<file path="src/rtl/rc4_prga_engine_if.sv">
// Control handshake plus S-RAM, ciphertext-ROM and plaintext-RAM ports of the RC4 PRGA engine.
// The engine takes the slave view; the sequencer and memories take the master view.
interface rc4_prga_engine_if #(
  parameter int MSG_AW = 5
);
  logic              start;
  logic [MSG_AW:0]   msg_len;
  logic              check_en;
  logic              busy;
  logic              done;
  logic              pass;
  logic [MSG_AW-1:0] fail_idx;
  logic [7:0]        s_addr;
  logic [7:0]        s_wdata;
  logic              s_wren;
  logic [7:0]        s_rdata;
  logic [MSG_AW-1:0] c_addr;
  logic [7:0]        c_rdata;
  logic [MSG_AW-1:0] p_addr;
  logic [7:0]        p_wdata;
  logic              p_wren;

  modport slave (
    input  start, msg_len, check_en, s_rdata, c_rdata,
    output busy, done, pass, fail_idx, s_addr, s_wdata, s_wren,
           c_addr, p_addr, p_wdata, p_wren
  );

  modport master (
    output start, msg_len, check_en, s_rdata, c_rdata,
    input  busy, done, pass, fail_idx, s_addr, s_wdata, s_wren,
           c_addr, p_addr, p_wdata, p_wren
  );
endinterface

</file>
<file path="src/rtl/rc4_prga_engine.sv">
// RC4 PRGA engine: walks the pre-scheduled S RAM, XORs keystream into ciphertext bytes,
// writes plaintext, and optionally aborts on the first byte outside the legal character range.
module rc4_prga_engine #(
  parameter int         MSG_AW  = 5,
  parameter logic [7:0] CHAR_LO = 8'h61,
  parameter logic [7:0] CHAR_HI = 8'h7A
) (
  input  logic             clk,
  input  logic             reset,
  rc4_prga_engine_if.slave bus
);

  localparam int            LW      = MSG_AW + 1;
  localparam logic [LW-1:0] MAX_LEN = {1'b1, {MSG_AW{1'b0}}};
  localparam logic [LW-1:0] ONE_K   = LW'(1);

  typedef enum logic [3:0] {
    ST_IDLE,
    ST_I_RD,
    ST_I_WAIT,
    ST_J_RD,
    ST_J_WAIT,
    ST_SWAP_I,
    ST_SWAP_J,
    ST_X_RD,
    ST_X_WAIT,
    ST_OUT,
    ST_DONE
  } state_t;

  state_t            state, state_nxt;
  logic [7:0]        i, j, si, sj;
  logic [LW-1:0]     k, len;
  logic              chk;
  logic              pass_q;
  logic [MSG_AW-1:0] fail_idx_q;

  logic [7:0]        plain;
  logic              illegal;
  logic [LW-1:0]     k_inc;
  logic [LW-1:0]     len_clamp;

  always_comb begin
    plain     = bus.s_rdata ^ bus.c_rdata;
    illegal   = chk && !((plain == 8'h20) || ((plain >= CHAR_LO) && (plain <= CHAR_HI)));
    k_inc     = k + ONE_K;
    len_clamp = (bus.msg_len > MAX_LEN) ? MAX_LEN : bus.msg_len;
  end

  always_ff @(posedge clk) begin
    if (reset) state <= ST_IDLE;
    else       state <= state_nxt;
  end

  // Wait states keep the read address stable so the registered RAM output stays valid.
  always_comb begin
    state_nxt   = state;
    bus.s_addr  = '0;
    bus.s_wdata = '0;
    bus.s_wren  = 1'b0;
    bus.p_addr  = '0;
    bus.p_wdata = '0;
    bus.p_wren  = 1'b0;
    case (state)
      ST_IDLE: begin
        if (bus.start) state_nxt = (bus.msg_len == '0) ? ST_DONE : ST_I_RD;
      end
      ST_I_RD: begin
        bus.s_addr = i + 8'd1;
        state_nxt  = ST_I_WAIT;
      end
      ST_I_WAIT: begin
        bus.s_addr = i;
        state_nxt  = ST_J_RD;
      end
      ST_J_RD: begin
        bus.s_addr = j + bus.s_rdata;
        state_nxt  = ST_J_WAIT;
      end
      ST_J_WAIT: begin
        bus.s_addr = j;
        state_nxt  = ST_SWAP_I;
      end
      ST_SWAP_I: begin
        bus.s_addr  = i;
        bus.s_wdata = bus.s_rdata;
        bus.s_wren  = 1'b1;
        state_nxt   = ST_SWAP_J;
      end
      ST_SWAP_J: begin
        bus.s_addr  = j;
        bus.s_wdata = si;
        bus.s_wren  = 1'b1;
        state_nxt   = ST_X_RD;
      end
      ST_X_RD: begin
        bus.s_addr = si + sj;
        state_nxt  = ST_X_WAIT;
      end
      ST_X_WAIT: begin
        bus.s_addr = si + sj;
        state_nxt  = ST_OUT;
      end
      ST_OUT: begin
        if (illegal) begin
          state_nxt = ST_DONE;
        end else begin
          bus.p_addr  = k[MSG_AW-1:0];
          bus.p_wdata = plain;
          bus.p_wren  = 1'b1;
          state_nxt   = (k_inc == len) ? ST_DONE : ST_I_RD;
        end
      end
      ST_DONE: state_nxt = ST_IDLE;
      default: state_nxt = ST_IDLE;
    endcase
  end

  always_ff @(posedge clk) begin
    if (reset) begin
      i          <= '0;
      j          <= '0;
      si         <= '0;
      sj         <= '0;
      k          <= '0;
      len        <= '0;
      chk        <= 1'b0;
      pass_q     <= 1'b0;
      fail_idx_q <= '0;
    end else begin
      case (state)
        ST_IDLE: begin
          if (bus.start) begin
            len        <= len_clamp;
            chk        <= bus.check_en;
            i          <= '0;
            j          <= '0;
            k          <= '0;
            pass_q     <= (bus.msg_len == '0);
            fail_idx_q <= '0;
          end
        end
        ST_I_RD: i <= i + 8'd1;
        ST_J_RD: begin
          si <= bus.s_rdata;
          j  <= j + bus.s_rdata;
        end
        ST_SWAP_I: sj <= bus.s_rdata;
        ST_OUT: begin
          if (illegal) begin
            pass_q     <= 1'b0;
            fail_idx_q <= k[MSG_AW-1:0];
          end else begin
            k <= k_inc;
            if (k_inc == len) pass_q <= 1'b1;
          end
        end
        default: ;
      endcase
    end
  end

  assign bus.busy     = (state != ST_IDLE) && (state != ST_DONE);
  assign bus.done     = (state == ST_DONE);
  assign bus.pass     = pass_q;
  assign bus.fail_idx = fail_idx_q;
  assign bus.c_addr   = k[MSG_AW-1:0];

endmodule

</file>
<file path="src/flat_wrapper.sv">
// flat-port wrapper written by rule: the top's interface ports become plain ports
module rc4_prga_engine_flat 
#(
  parameter int         MSG_AW  = 5,
  parameter logic [7:0] CHAR_LO = 8'h61,
  parameter logic [7:0] CHAR_HI = 8'h7A
)
  (clk, reset, bus_start, bus_msg_len, bus_check_en, bus_s_rdata, bus_c_rdata, bus_busy, bus_done, bus_pass, bus_fail_idx, bus_s_addr, bus_s_wdata, bus_s_wren, bus_c_addr, bus_p_addr, bus_p_wdata, bus_p_wren);
  rc4_prga_engine_if #(.MSG_AW(MSG_AW)) bus_i ();
  input  logic clk;
  input  logic reset;
  input wire logic [$bits(bus_i.start)-1:0] bus_start;
  input wire logic [$bits(bus_i.msg_len)-1:0] bus_msg_len;
  input wire logic [$bits(bus_i.check_en)-1:0] bus_check_en;
  input wire logic [$bits(bus_i.s_rdata)-1:0] bus_s_rdata;
  input wire logic [$bits(bus_i.c_rdata)-1:0] bus_c_rdata;
  output wire logic [$bits(bus_i.busy)-1:0] bus_busy;
  output wire logic [$bits(bus_i.done)-1:0] bus_done;
  output wire logic [$bits(bus_i.pass)-1:0] bus_pass;
  output wire logic [$bits(bus_i.fail_idx)-1:0] bus_fail_idx;
  output wire logic [$bits(bus_i.s_addr)-1:0] bus_s_addr;
  output wire logic [$bits(bus_i.s_wdata)-1:0] bus_s_wdata;
  output wire logic [$bits(bus_i.s_wren)-1:0] bus_s_wren;
  output wire logic [$bits(bus_i.c_addr)-1:0] bus_c_addr;
  output wire logic [$bits(bus_i.p_addr)-1:0] bus_p_addr;
  output wire logic [$bits(bus_i.p_wdata)-1:0] bus_p_wdata;
  output wire logic [$bits(bus_i.p_wren)-1:0] bus_p_wren;
  assign bus_i.start = bus_start;
  assign bus_i.msg_len = bus_msg_len;
  assign bus_i.check_en = bus_check_en;
  assign bus_i.s_rdata = bus_s_rdata;
  assign bus_i.c_rdata = bus_c_rdata;
  assign bus_busy = bus_i.busy;
  assign bus_done = bus_i.done;
  assign bus_pass = bus_i.pass;
  assign bus_fail_idx = bus_i.fail_idx;
  assign bus_s_addr = bus_i.s_addr;
  assign bus_s_wdata = bus_i.s_wdata;
  assign bus_s_wren = bus_i.s_wren;
  assign bus_c_addr = bus_i.c_addr;
  assign bus_p_addr = bus_i.p_addr;
  assign bus_p_wdata = bus_i.p_wdata;
  assign bus_p_wren = bus_i.p_wren;
  rc4_prga_engine #(.MSG_AW(MSG_AW), .CHAR_LO(CHAR_LO), .CHAR_HI(CHAR_HI)) u_core (.clk(clk), .reset(reset), .bus(bus_i));
endmodule
</file>
<file path="config.mk">
export PLATFORM = sky130hd
export DESIGN_NAME = rc4_prga_engine_flat
export DESIGN_NICKNAME = d
export VERILOG_FILES = /design/src/rtl/rc4_prga_engine_if.sv /design/src/rtl/rc4_prga_engine.sv /design/src/flat_wrapper.sv
export SDC_FILE = /design/constraint.sdc
export NUM_CORES = 1
export LEC_CHECK = 0
export CORE_MARGIN = 2
export CORE_UTILIZATION = 55
export CTS_BUF_LIST = sky130_fd_sc_hd__clkbuf_8
export DETAILED_ROUTE_END_ITERATION = 10
export GPL_ROUTABILITY_DRIVEN = 0
export PLACE_DENSITY = 0.9
export SYNTH_ARGS = -nofsm -noshare
export SYNTH_HDL_FRONTEND = slang
export SYNTH_SLANG_ARGS = --single-unit
</file>
<file path="constraint.sdc">
create_clock -name clk -period 2.7 [get_ports clk]
set_input_delay 0.27 -clock clk [delete_from_list [all_inputs] [get_ports clk]]
set_output_delay 0.27 -clock clk [all_outputs]
set_load 0.005 [all_outputs]
</file>
Yosys cells after proc, flatten, opt, wreduce, memory -nomap -nowiden
Index checks and enable logic that the tools add are counted.
{"block": "classes", "add_sub_neg": 4, "multipliers": 0, "div_mod_pow": 0, "magnitude_cmp": 3, "eq_ne": 17, "n_shift": 0, "n_mux": 28, "bitwise_logic": 1, "reduce_logical": 21}
{"op": "case mux 8 bit (2 select lines)", "n": 3}
{"op": "case mux 4 bit (10 select lines)", "n": 1}
{"op": "case mux 8 bit (5 select lines)", "n": 1}
{"op": "2-to-1 mux 8 bit", "n": 3}
{"op": "2-to-1 mux 5 bit", "n": 4}
{"op": "2-to-1 mux 6 bit", "n": 3}
{"op": "adder 8 bit", "n": 2}
{"op": "== test 4 x 3 -> 1 bit (second input constant)", "n": 4}
{"op": "2-to-1 mux 4 bit", "n": 4}
{"op": "== test 4 bit (second input constant)", "n": 3}
{"op": "case mux 6 bit (2 select lines)", "n": 1}
{"op": "case mux 5 bit (2 select lines)", "n": 1}
{"op": "AND reduction 3 bit", "n": 3}
{"op": "adder 8 x 1 -> 8 bit (second input constant)", "n": 1}
{"op": "== test 4 x 2 -> 1 bit (second input constant)", "n": 2}
{"op": "== test 8 x 6 -> 1 bit (second input constant)", "n": 1}
{"op": "greater-or-equal comparator 8 x 7 -> 1 bit (second input constant)", "n": 1}
{"op": "<= comparator 8 x 7 -> 1 bit (second input constant)", "n": 1}
{"op": "OR reduction 2 bit", "n": 4}
{"op": "bitwise XOR 8 bit", "n": 1}
{"op": "adder 6 x 1 -> 6 bit (second input constant)", "n": 1}
{"op": "== test 6 bit", "n": 1}
{"op": "greater-than comparator 6 bit (second input constant)", "n": 1}
{"op": "logical NOT 6 bit", "n": 1}
{"op": "other kinds (14)", "n": 26}
{"block": "totals", "reg_bits": 55, "latch_bits": 0, "mem_bits_rw": 0, "rom_bits": 0, "input_bits": 26, "output_inout_bits": 44, "word_cells": 84, "memories": 0}

Longest topological paths before layout
{"block": "depth", "word_depth": 8, "depth_mapped": 8, "mapped_depth_nobuf": 8}

Least setup slack after synthesis
OpenSTA, ideal clock, no wires.
{"block": "synth_path", "path_type": "register to output", "startpoint": "register u_core.j[0]", "endpoint": "output bus_s_addr[6]", "t_arrival_ns": 1.804, "t_required_ns": 2.430, "path_slack_ns": 0.626, "path_stages_with_launch": 9, "n_path_buf": 0, "cell_sequence": "dfxtp_1 > ha_1 > fa_1 > a21o_1 > a21o_1 > a21oi_1 > nor4b_1 > nor3_1 > o211ai_1"}
{"block": "synth_between", "elab_chain_len": 2}
{"element": "start: declaration", "line": "rc4_prga_engine.sv:32", "text": "logic [7:0] i, j, si, sj;"}
{"element": "start signal: assignment", "line": "rc4_prga_engine.sv:146", "text": "j <= j + bus.s_rdata;"}
{"element": "adder 8 bit", "line": "rc4_prga_engine.sv:77", "text": "bus.s_addr = j + bus.s_rdata;"}
{"element": "case mux 8 bit (5 select lines)", "line": "rc4_prga_engine.sv:64", "text": "case (state)"}
{"element": "end: declaration", "line": "flat_wrapper.sv:21", "text": "output wire logic [$bits(bus_i.s_addr)-1:0] bus_s_addr;"}
Every way passes these cells.

Worst setup path after layout
{"block": "layout_path", "startpoint": "register u_core.sj[0]", "endpoint": "output bus_s_addr[6]"}
{"block": "layout_between", "elab_chain_len": 2}
{"element": "start: declaration", "line": "rc4_prga_engine.sv:32"}
{"element": "start signal: assignment", "line": "rc4_prga_engine.sv:148", "text": "ST_SWAP_I: sj <= bus.s_rdata;"}
{"element": "adder 8 bit", "line": "rc4_prga_engine.sv:97, rc4_prga_engine.sv:101"}
{"element": "case mux 8 bit (5 select lines)", "line": "rc4_prga_engine.sv:64"}
Every way passes these cells.

==> qor.yml <==
final_layout:
  final_nets: 644
  diodes: 0
  finalInstanceArea_um2: 5132
  syn_to_final_growth_pct: 34.27
  drive_gt1_share_pct: 19.00
sta:
  fin_skew_ns: 0.008490
  period_needed_ns: 2.711
  hold_viol_final: 0
  setup_slack_ns: -0.01057
  period_share_pct: 100.4
  setup_violations: 1
  rsz0062_at_grt: "true"
  worst_pin_slew_ns: 0.7938
  slew_violations: 0
  slew_headroom_pct: 47.08
  fin_tns_setup_ns: -0.01057
  whs_ns: 0.3380
  fmax_mhz: 368.9
detailed_routing:
  drt_iter0_markers: 220
  wl_um: 11480
  drc: 0
  vias: 4201
  drtPass1Iterations: 5
  ant_nets: 0
  vias_per_cell: 6.178
  post_drt_wl_per_cell_um: 16.88
logic_synthesis:
  synth_edf_count: 0
  synth_area_leaders: "dfxtp_1 29%, nand2_1 8.4%, a21oi_1 7.7%"
  seq_area_frac_synth_pct: 28.81
  yosys.area_share.simple_pct: 29.85
  synth_compound_area_share_pct: 23.08
  netlist-cell-type-count: 69
  syn-cell-area_um2: 3822
  synth-main-ff-cell: "dfxtp_1"
  synthCells: 492
  yosysTopAreaCell: "dfxtp_1"
  synth_mux_area_share_pct: 0.2946
  syn-num-nets: 536
  synth-xor-area-share_pct: 7.463
  netlist.area_leader.share_pct: 28.81
  synth_fa_ha_area_share_pct: 6.285
  syn_area_per_cell_um2: 7.769
  ys_ff_latch: 55
  synth_top_family_by_area: "simple AND/OR/NAND/NOR gates"
  async_flop_share_pct: 0
  yosys_warnings: 0
worst_setup_path:
  crit_fanout: 2
  critPathLaunchType: "flip-flop"
  cp-end-kind: "primary output"
  crit_top_cell: "a21oi_2"
  cp.required_ns: 2.43
  path_cells: "ha_1, fa_2, a21o_1, a21oi_2, o21bai_1, a21oi_2, xor2_1, o211ai_1, clkbuf_2"
  path_delay_family: "compound AO/OA/AOI/OAI gates"
  critPathArrivalTime_ns: 2.44
  slowest_delay_ns: 0.37
  cp.depth: 9
  critPathKind: "flip-flop to primary output"
  r2r_cells: 7
  worst-path-buf-inv: 1
  worst_path_max_delay_cell: "fa_2"
global_route:
  antenna_found_initial: 0
  grt_pass1_vias: 4007
  grt_pass1_wl_um: 18260
  grt_overflow: 0
  grt_start_max_net_pins: 36
  track_usage_pct: 29.78
clock_tree:
  cts_tree: "built"
  clk_transition_reported_paths_ns: 0.10
  cts_buffers: 5
  cts-root-buf: "clkbuf_8"
  cts_hold_buf: 0
  insertion_delay_ns: 0.32
  cts_buffer_depth: 2
  cts_max_level: 2
  clkSinkCount: 55
placed_design:
  io_buffers: 69
  dp_slack_ns: -0.3680
  dp_hpwl_um: 8424
  dpl-instance-area_um2: 4865
flow_run:
  cap_violations: 0
floorplanning:
  die_x_um: 87.37
  die_h_um: 87.37
  row_count: 30
  coreArea_um2: 6756
  io_pins: 70
  start_util_pct: 56.57
  die_area_um2: 7633
min_path:
  hold_path_class: "primary input to flip-flop"
  min_path_cells: 3
power_and_ir_drop:
  powerDensity_nw_per_um2: 324.3
  peakVddDrop_v: 0.0002305
  p_leak_nw: 2.190
status:
  violations: "setup timing"
  status: "finished, violations left"
## per-layer routing
metal	track usage [%]	vias up	part of all wire [%]
met5	0	-	0
met4	10.77	0	3.4
met3	4.265	43	6.3
met2	54.55	200	52
met1	34.93	1976	38
li1	-	1982	-
## placed cells by master (no fill, tap or decap), types with 3 or more instances in the layout
cell / netlist / routed
clkbuf_8: 0 / 6
nor3b_1: 4 / 4
dfxtp_1: 55 / 50
nand2_1: 86 / 86
nor2_4: 2 / 3
xnor2_1: 17 / 10
a21o_1: 8 / 8
dfxtp_2: 0 / 3
ha_1: 16 / 15
nor2_1: 38 / 38
o21ai_0: 12 / 11
dlymetal6s2s_1: 0 / 5
and2_1: 7 / 7
a221oi_1: 5 / 5
o21ai_1: 2 / 3
nand3_1: 17 / 17
inv_1: 5 / 5
or2_2: 3 / 3
clkdlybuf4s50_1: 0 / 42
nor3_1: 18 / 18
buf_4: 5 / 58
a21oi_2: 0 / 4
nand4_1: 4 / 4
xnor2_2: 0 / 6
o211ai_1: 8 / 8
o21bai_1: 5 / 5
nor2b_1: 7 / 7
xor2_1: 13 / 12
a221o_1: 8 / 8
a21oi_1: 59 / 55
or3_1: 3 / 3
and3_1: 9 / 9
nand3b_1: 8 / 8
dlygate4sd2_1: 0 / 19
## flip-flops by register name, indices dropped and copies added (netlist names)
name and cells:
u_core.bus.pass 1, u_core.len 6, u_core.i 8, u_core.j 8
u_core.chk 1, u_core.bus.fail_idx 5, u_core.k 6, u_core.si 8
u_core.state 4, u_core.sj 8
## final timing paths
| kind | from | endpoint | slack, ns |
|---|---|---|---|
| min reg2reg | u_core.sj[3]$_SDFFE_PP0P_ | u_core.sj[3]$_SDFFE_PP0P_ | 0.48 |
| min | bus_s_rdata[6] | u_core.si[6]$_SDFFE_PP0P_ | 0.34 |
| max reg2reg | u_core.k[0]$_SDFFE_PP0P_ | u_core.bus.pass$_SDFFE_PP0P_ | 0.52 |
| max | u_core.sj[0]$_SDFFE_PP0P_ | bus_s_addr[6] | -0.01 |
## through the flow
| step | std cells | total power, W | util (%) |
|---|---|---|---|
| 2_1_floorplan | 492 | 0.001028 | - |
| 3_3_place_gp | 664 | 0.001168 | 72.00 |
| 3_5_place_dp | 664 | 0.001180 | 72.00 |
| 4_1_cts | 674 | 0.001656 | 74.69 |
| 5_1_grt | 680 | 0.001735 | 75.96 |
| 6_report | 680 | 0.001665 | 75.96 |
## cells in the mapped netlist (2+ instances only)
master / n
nand3_1: 17
dfxtp_1: 55
o211ai_1: 8
a221oi_1: 5
buf_2: 6
ha_1: 16
nand3b_1: 8
or3_1: 3
nor2_4: 2
and3_1: 9
or2_2: 3
xnor2_1: 17
o21ai_0: 12
a21o_1: 8
nand2b_1: 3
nor2b_1: 7
nor2_1: 38
fa_1: 2
clkbuf_1: 16
a22oi_1: 2
o41ai_1: 2
o21bai_1: 5
xor2_1: 13
o21ai_1: 2
nand4_1: 4
buf_4: 5
nand2_1: 86
a221o_1: 8
a211oi_1: 2
a21oi_1: 59
and2_1: 7
nor3b_1: 4
nor3_1: 18
inv_1: 5
## logic make-up (layout without fill, tap and decap cells)
kind of cell / count (synthesis) / after routing
flip-flops: 55 / 55
multiplexers: 1 / 1
AO/OA/AOI/OAI: 127 / 127
XOR/XNOR: 31 / 31
adder cells (fa/ha/maj): 18 / 18
buffers and inverters: 34 / 142
AND/OR/NAND/NOR: 226 / 226
## worst reg2reg max path, cell delays in order, from the launching register on
cell and delay (ns):
dfxtp_1 0.52, ha_1 0.38, nor3b_1 0.23, nor3_1 0.08
a21oi_1 0.12, o2111ai_1 0.22, nor2b_1 0.21, a2111oi_2 0.33
## area by class of cell
class | count | area, um2
multi-input combinational | 403 | 2679
fill | 463 | 1624
timing repair buffer | 129 | 1131
sequential | 55 | 1112
tap | 80 | 100.1
clock buffer | 6 | 82.58
inverter | 6 | 22.52
clock inverter | 1 | 5.005
## power breakdown
| group | internal, W | switching, W | total (W) | leakage (nW) |
|---|---|---|---|---|
| sequential | 0.000823 | 0.0000156 | 0.000838 | 0.447 |
| combinational | 0.000165 | 0.000179 | 0.000344 | 1.70 |
| clock | 0.000202 | 0.000280 | 0.000483 | 0.0470 |
| total | 0.00119 | 0.000474 | 0.00166 | 2.19 |
## timing repair
action | 4_1_cts | 5_1_grt
setup endpoints to repair | 20 | 10
cloned | 0 | 0
setup buffers | 3 | 6
pin swaps | 11 | 7
resized for setup | 43 | 17
Note: power is estimated with default switching activity, not from simulation.
